## src/rtl/bmp_stream_packer.sv

```systemverilog
`timescale 1ns/1ps
// bmp_stream_packer
// Parses a raw BMP byte stream. It captures and validates the 30-byte header,
// drops the bytes between the header and the pixel array, then packs the
// pixel bytes into DATA_WIDTH-bit words for the accelerator slave port.
//
// Handshakes: a byte moves when in_valid && in_ready. A word moves when
// out_valid && out_ready. out_data/out_keep/out_last hold stable while
// out_valid && !out_ready.
//
// Ports
//   clk, rst_n (async, active low), clr (sync soft clear)
//   in_byte/in_valid/in_ready       byte stream input
//   out_data/out_keep/out_last/out_valid/out_ready   packed word output
//   cmplt                           one-cycle pulse after the last word is accepted
//   hdr_valid, file_size, data_offset, img_width, img_height, bit_count
//                                   captured header fields
//   err, err_code                   sticky header error (0 sig, 1 size, 2 offset, 3 bpp)
//   dbg_state                       current FSM state
module bmp_stream_packer #(
   parameter int DATA_WIDTH    = 32,
   parameter int BYTE_ORDER    = 0,
   parameter int MAX_FILE_SIZE = 1000000
) (
   input  logic                            clk,
   input  logic                            rst_n,
   input  logic                            clr,
   input  logic [7:0]                      in_byte,
   input  logic                            in_valid,
   output logic                            in_ready,
   output logic [DATA_WIDTH-1:0]           out_data,
   output logic [$clog2(DATA_WIDTH/8):0]   out_keep,
   output logic                            out_last,
   output logic                            out_valid,
   input  logic                            out_ready,
   output logic                            cmplt,
   output logic                            hdr_valid,
   output logic [31:0]                     file_size,
   output logic [31:0]                     data_offset,
   output logic [31:0]                     img_width,
   output logic [31:0]                     img_height,
   output logic [15:0]                     bit_count,
   output logic                            err,
   output logic [1:0]                      err_code,
   output logic [2:0]                      dbg_state
);

   localparam int BPW = DATA_WIDTH / 8;
   localparam int LW  = (BPW > 1) ? $clog2(BPW) : 1;
   localparam int KW  = $clog2(BPW) + 1;

   typedef enum logic [2:0] {S_HDR, S_SKIP, S_PIXEL, S_FLUSH, S_ERR} state_t;

   typedef struct packed {
      logic [31:0]           bcnt;
      logic [LW-1:0]         lane;
      logic [DATA_WIDTH-1:0] acc;
      logic [DATA_WIDTH-1:0] data;
      logic [KW-1:0]         keep;
      logic                  last;
      logic                  valid;
      logic                  cmplt;
      logic                  hdr_valid;
      logic [7:0]            sig0;
      logic [7:0]            sig1;
      logic [31:0]           file_size;
      logic [31:0]           data_offset;
      logic [31:0]           width;
      logic [31:0]           height;
      logic [15:0]           bit_count;
      logic                  err;
      logic [1:0]            err_code;
   } dp_t;

   state_t state_q, state_d;
   dp_t    dp_q, dp_d;

   logic                  byte_xfer, word_xfer;
   logic                  last_byte, word_done;
   logic [1:0]            hsel;
   logic [15:0]           bc_full;
   logic                  hdr_fail;
   logic [1:0]            hdr_code;
   logic [DATA_WIDTH-1:0] acc_ins;

   assign in_ready  = (state_q == S_HDR) || (state_q == S_SKIP) ||
                      ((state_q == S_PIXEL) && (!dp_q.valid || out_ready));
   assign byte_xfer = in_valid && in_ready;
   assign word_xfer = dp_q.valid && out_ready;
   assign last_byte = (dp_q.bcnt == dp_q.file_size - 32'd1);
   assign word_done = (dp_q.lane == LW'(BPW - 1)) || last_byte;

   // Every multi-byte header field starts at an index that is 2 mod 4, so
   // (index - 2) mod 4 is the little-endian byte position inside the field.
   assign hsel    = dp_q.bcnt[1:0] - 2'd2;
   // bit_count's high byte arrives on the same transfer that runs the checks.
   assign bc_full = {in_byte, dp_q.bit_count[7:0]};

   always_comb begin
      hdr_fail = 1'b1;
      hdr_code = 2'd0;
      if ({dp_q.sig0, dp_q.sig1} != 16'h424D)
         hdr_code = 2'd0;
      else if (dp_q.file_size > 32'(MAX_FILE_SIZE))
         hdr_code = 2'd1;
      else if (dp_q.data_offset < 32'd30 || dp_q.data_offset >= dp_q.file_size)
         hdr_code = 2'd2;
      else if (!(bc_full == 16'd8 || bc_full == 16'd24 || bc_full == 16'd32))
         hdr_code = 2'd3;
      else
         hdr_fail = 1'b0;
   end

   // Drop the incoming byte into its lane. The accumulator is cleared whenever
   // a word completes, so unfilled lanes of a short final word read as zero.
   always_comb begin
      acc_ins = dp_q.acc;
      for (int i = 0; i < BPW; i++) begin
         if (dp_q.lane == LW'(i)) begin
            if (BYTE_ORDER == 0) acc_ins[(BPW-1-i)*8 +: 8] = in_byte;
            else                 acc_ins[i*8 +: 8]         = in_byte;
         end
      end
   end

   always_ff @(posedge clk or negedge rst_n) begin
      if (!rst_n)   state_q <= S_HDR;
      else if (clr) state_q <= S_HDR;
      else          state_q <= state_d;
   end

   always_comb begin
      state_d = state_q;
      case (state_q)
         S_HDR: begin
            if (byte_xfer && dp_q.bcnt == 32'd29) begin
               if (hdr_fail)                         state_d = S_ERR;
               else if (dp_q.data_offset == 32'd30)  state_d = S_PIXEL;
               else                                  state_d = S_SKIP;
            end
         end
         S_SKIP:  if (byte_xfer && dp_q.bcnt == dp_q.data_offset - 32'd1) state_d = S_PIXEL;
         S_PIXEL: if (byte_xfer && last_byte) state_d = S_FLUSH;
         S_FLUSH: if (word_xfer) state_d = S_HDR;
         S_ERR:   state_d = S_ERR;
         default: state_d = S_HDR;
      endcase
   end

   always_comb begin
      dp_d       = dp_q;
      dp_d.cmplt = 1'b0;
      if (byte_xfer) dp_d.bcnt = dp_q.bcnt + 32'd1;

      if (state_q == S_HDR && byte_xfer) begin
         if (dp_q.bcnt == 32'd0) dp_d.sig0 = in_byte;
         if (dp_q.bcnt == 32'd1) dp_d.sig1 = in_byte;
         if (dp_q.bcnt >= 32'd2 && dp_q.bcnt <= 32'd5)
            dp_d.file_size[{hsel, 3'b000} +: 8] = in_byte;
         if (dp_q.bcnt >= 32'd10 && dp_q.bcnt <= 32'd13)
            dp_d.data_offset[{hsel, 3'b000} +: 8] = in_byte;
         if (dp_q.bcnt >= 32'd18 && dp_q.bcnt <= 32'd21)
            dp_d.width[{hsel, 3'b000} +: 8] = in_byte;
         if (dp_q.bcnt >= 32'd22 && dp_q.bcnt <= 32'd25)
            dp_d.height[{hsel, 3'b000} +: 8] = in_byte;
         if (dp_q.bcnt >= 32'd28 && dp_q.bcnt <= 32'd29)
            dp_d.bit_count[{dp_q.bcnt[0], 3'b000} +: 8] = in_byte;
         if (dp_q.bcnt == 32'd29) begin
            if (hdr_fail) begin
               dp_d.err      = 1'b1;
               dp_d.err_code = hdr_code;
            end else begin
               dp_d.hdr_valid = 1'b1;
            end
         end
      end

      if (word_xfer) dp_d.valid = 1'b0;

      // A completing byte in the same cycle as a word transfer reloads the
      // output register, so valid stays high without a bubble.
      if (state_q == S_PIXEL && byte_xfer) begin
         if (word_done) begin
            dp_d.data  = acc_ins;
            dp_d.keep  = KW'(dp_q.lane) + KW'(1);
            dp_d.last  = last_byte;
            dp_d.valid = 1'b1;
            dp_d.lane  = '0;
            dp_d.acc   = '0;
         end else begin
            dp_d.acc   = acc_ins;
            dp_d.lane  = dp_q.lane + LW'(1);
         end
      end

      if (state_q == S_FLUSH && word_xfer) begin
         dp_d.cmplt     = 1'b1;
         dp_d.bcnt      = 32'd0;
         dp_d.hdr_valid = 1'b0;
      end
   end

   always_ff @(posedge clk or negedge rst_n) begin
      if (!rst_n)   dp_q <= '0;
      else if (clr) dp_q <= '0;
      else          dp_q <= dp_d;
   end

   assign out_data    = dp_q.data;
   assign out_keep    = dp_q.keep;
   assign out_last    = dp_q.last;
   assign out_valid   = dp_q.valid;
   assign cmplt       = dp_q.cmplt;
   assign hdr_valid   = dp_q.hdr_valid;
   assign file_size   = dp_q.file_size;
   assign data_offset = dp_q.data_offset;
   assign img_width   = dp_q.width;
   assign img_height  = dp_q.height;
   assign bit_count   = dp_q.bit_count;
   assign err         = dp_q.err;
   assign err_code    = dp_q.err_code;
   assign dbg_state   = state_q;

endmodule
```

## config.mk

```make
export PLATFORM = sky130hd
export DESIGN_NAME = bmp_stream_packer
export DESIGN_NICKNAME = d
export VERILOG_FILES = /design/src/rtl/bmp_stream_packer.sv
export SDC_FILE = /design/constraint.sdc
export NUM_CORES = 1
export LEC_CHECK = 0
export ABC_AREA = 1
export ABC_CLOCK_PERIOD_IN_PS = 3100
export CORE_AREA = 2 2 179 181
export DETAILED_ROUTE_END_ITERATION = 12
export DIE_AREA = 0 0 181 183
export PLACE_DENSITY = 0.89
export SLEW_MARGIN = 40
export SYNTH_ARGS = -nofsm -noshare
export SYNTH_HDL_FRONTEND = slang
export SYNTH_SLANG_ARGS = --single-unit
```

## constraint.sdc

```tcl
create_clock -name clk -period 3.1 [get_ports clk]
set_clock_uncertainty 0.2 [all_clocks]
set_input_delay 0.465 -clock clk [delete_from_list [all_inputs] [get_ports clk]]
set_output_delay 0.465 -clock clk [all_outputs]
set_load 0.1 [all_outputs]
```

==> out/metrics.yaml <==
status:
  status: "complete, no violations"
drt:
  via_per_inst: 5.819
  routed_wl_mm: 57.26
  wl_per_cell_um: 19.89
  drc: 0
  vias: 16750
  postRouteAntennaNets: 0
  drtPass1Iterations: 6
  drt-initial-drc-count: 1764
final_layout:
  area_delta_synth_final_pct: 11.75
  final_cell_mix: "nand2_1, nor2_1, dfrtp_1, buf_4, inv_1"
  final_common_cell: "nand2_1"
  sequential_cell_area_mm2: 0.006785
  nFillCells: 2643
  multi_input_area_mm2: 0.008458
  drive_gt1_share_pct: 19.35
  antenna_cells: 0
  fin_nets: 2517
  post-route-util_pct: 63.59
sta:
  rsz0062_at_grt: "true"
  finalSetupViolations: 0
  timing.final.ws_setup_ns: 0.1216
  final_max_slew_viol_count: 0
  tightest_slew_ns: 0.7645
  final.period_utilization_pct: 96.08
  timing.hold.ws_ns: 0.2825
  maxSlewHeadroom_pct: 48.91
  period_needed_ns: 2.978
  hold_viol: 0
  fmax_mhz: 335.8
power:
  powerDensity_mw_per_mm2: 508.1
  peakVddDrop_v: 0.0005002
  p_leak_nw: 10.21
  p_total_mw: 10.09
synthesis:
  synth_ff_type: "dfrtp_1"
  ys_types: 53
  async_flop_share_pct: 100.0
  yosys_warnings: 0
  netlist_area_mm2: 0.01777
  syn_nets: 2450
  syn_avg_cell_area_um2: 7.432
  synth_cells: 2391
  synth_edf_count: 0
  ys_ff_latch: 271
  seq_area_frac_synth_pct: 38.16
die:
  io_pins: 203
  core_region_area_mm2: 0.03123
  die_area_mm2: 0.03312
  die_x_um: 181
  rows: 65
  initial_utilization_pct: 56.90
  die_y_um: 183
clock_tree:
  htree_num_levels: 1
  numCtsBuffers: 29
  clk_pin_slew_ns: 0.06
  cts.path.max_buffers: 3
  clock-sinks: 271
  cts_tree: "yes"
  cts-root-buf: "clkbuf_16"
  clock_latency_ns: 0.56
grt:
  grt_pass1_wl_mm: 88.02
  first_global_vias: 16110
  antenna_found_initial: 0
  grt_usage_pct: 33.74
  grt_overflow: 0
  grt_start_max_net_pins: 72
placed_design:
  hpwlAfterDp_mm: 43.04
  io_buffers: 202
  routabilityCongestion: 0.9962
  post-place-ws_ns: 0.07878
critical_path:
  worstSetupPathType: "reg -> reg"
  critical_path_arrival_ns: 3.22
  startpoint: "file_size[1]"
  required_ns: 3.34
  path_max_fanout: 9
  r2r-start: "file_size[1]"
  worstSetupEndpointType: "flip-flop"
  start_kind: "flip-flop"
hold_path:
  hold_path_class: "reg -> reg"
  hp-start: "out_data[4]"
flow_run:
  maxCapViolations: 0
[metrics by stage]
step | setup TNS, ns | std cells | cell area [um2]
after floorplan | 0 | 2391 | 17780
after global placement | 0 | 2820 | 18710
after detailed placement | 0 | 2820 | 18720
after CTS | 0 | 2870 | 19690
after global routing | -0.1812 | 2878 | 19860
final | 0 | 2878 | 19860
[cell usage after synthesis, drive strengths merged (9+ instances only)]
library cell | number | area (um2)
a21oi | 96 | 484.2
nand3 | 74 | 402.9
nor4 | 14 | 108.9
o21bai | 9 | 67.56
mux2 | 20 | 225.2
buf | 216 | 1638
nor3 | 33 | 181.4
nor2 | 349 | 1504
xnor2 | 18 | 157.7
o21ai | 180 | 900.9
nand3b | 12 | 90.09
o31ai | 22 | 178.9
xor2 | 36 | 315.3
dfrtp | 271 | 6782
inv | 232 | 870.8
nand4 | 69 | 431.7
clkbuf | 38 | 142.6
nand2 | 636 | 2531
ha | 46 | 575.6
[power breakdown]
part           switching, mW  leakage (nW)  internal (mW)
combinational           2.01          6.03          0.709
clock                   1.46         0.468           2.10
sequential             0.151          3.71           3.66
total                   3.63          10.2           6.46
[worst max-delay path: stages (launching register included)]
cell	delay [ns]
dfrtp_1	0.42
inv_2	0.11
ha_4	0.15
nand3_4	0.12
nor2_4	0.14
buf_4	0.15
nand2_2	0.08
xor2_1	0.16
nand3_1	0.10
nor2_1	0.12
nand2_1	0.12
nor2_4	0.21
a21oi_2	0.12
nand2_4	0.29
nand2_8	0.14
nand2_2	0.14
nand2_1	0.09
[layout make-up]
type	count	share of cell area [%]
Timing Repair Buffer	287	11.44
Sequential cell	271	34.17
Clock buffer	39	4.146
Tap cell	402	2.533
Inverter	234	4.423
Multi-Input combinational cell	1635	42.59
Clock inverter	10	0.6931
[layer usage]
metal | wire [um] | GRT usage, % | vias up
met4 | 2599 | 13.98 | 0
met2 | 26970 | 56.52 | 1010
met5 | 0 | 0 | -
met1 | 22020 | 43.60 | 7880
li1 | - | - | 7663
met3 | 5672 | 5.798 | 193
[timing repair]
| action | 4_1_cts | 5_1_grt |
|---|---|---|
| hold buffers | 1 | 0 |
| setup buffers | 0 | 4 |
| setup endpoints to repair | 0 | 59 |
| resized for setup | 0 | 19 |
| hold endpoints to repair | 63 | 0 |
[cell families after synthesis]
logic type                 synth area share [%]
adders and majority gates                 3.239
muxes                                     1.267
AOI/OAI and AO/OA                         9.794
and+or+nand+nor                           29.66
DFF                                       38.16
buffers and inverters                     14.96
xor gates and xnor gates                  2.915
[flip-flops by register name, summed over array words and instances, names as in the netlist]
name         count
dp_q            82
data_offset     32
file_size       32
img_height      32
img_width       32
out_data        32
bit_count       16
dbg_state        3
out_keep         3
err_code         2
cmplt            1
err              1
hdr_valid        1
out_last         1
out_valid        1
[path summary, 6_finish.rpt]
kind / cells after the start / slack (ns) / endpoint
min in group asynchronous: 2 / 0.29 / file_size[24]
setup reg to reg: 16 / 0.12 / out_keep[2]
setup / recovery: 16 / 0.12 / out_keep[2]
hold / removal: 2 / 0.28 / out_data[4]
hold reg to reg: 2 / 0.28 / out_data[4]
max in group asynchronous: 3 / 1.65 / out_data[10]
Note: power is estimated with default switching activity, not from simulation.
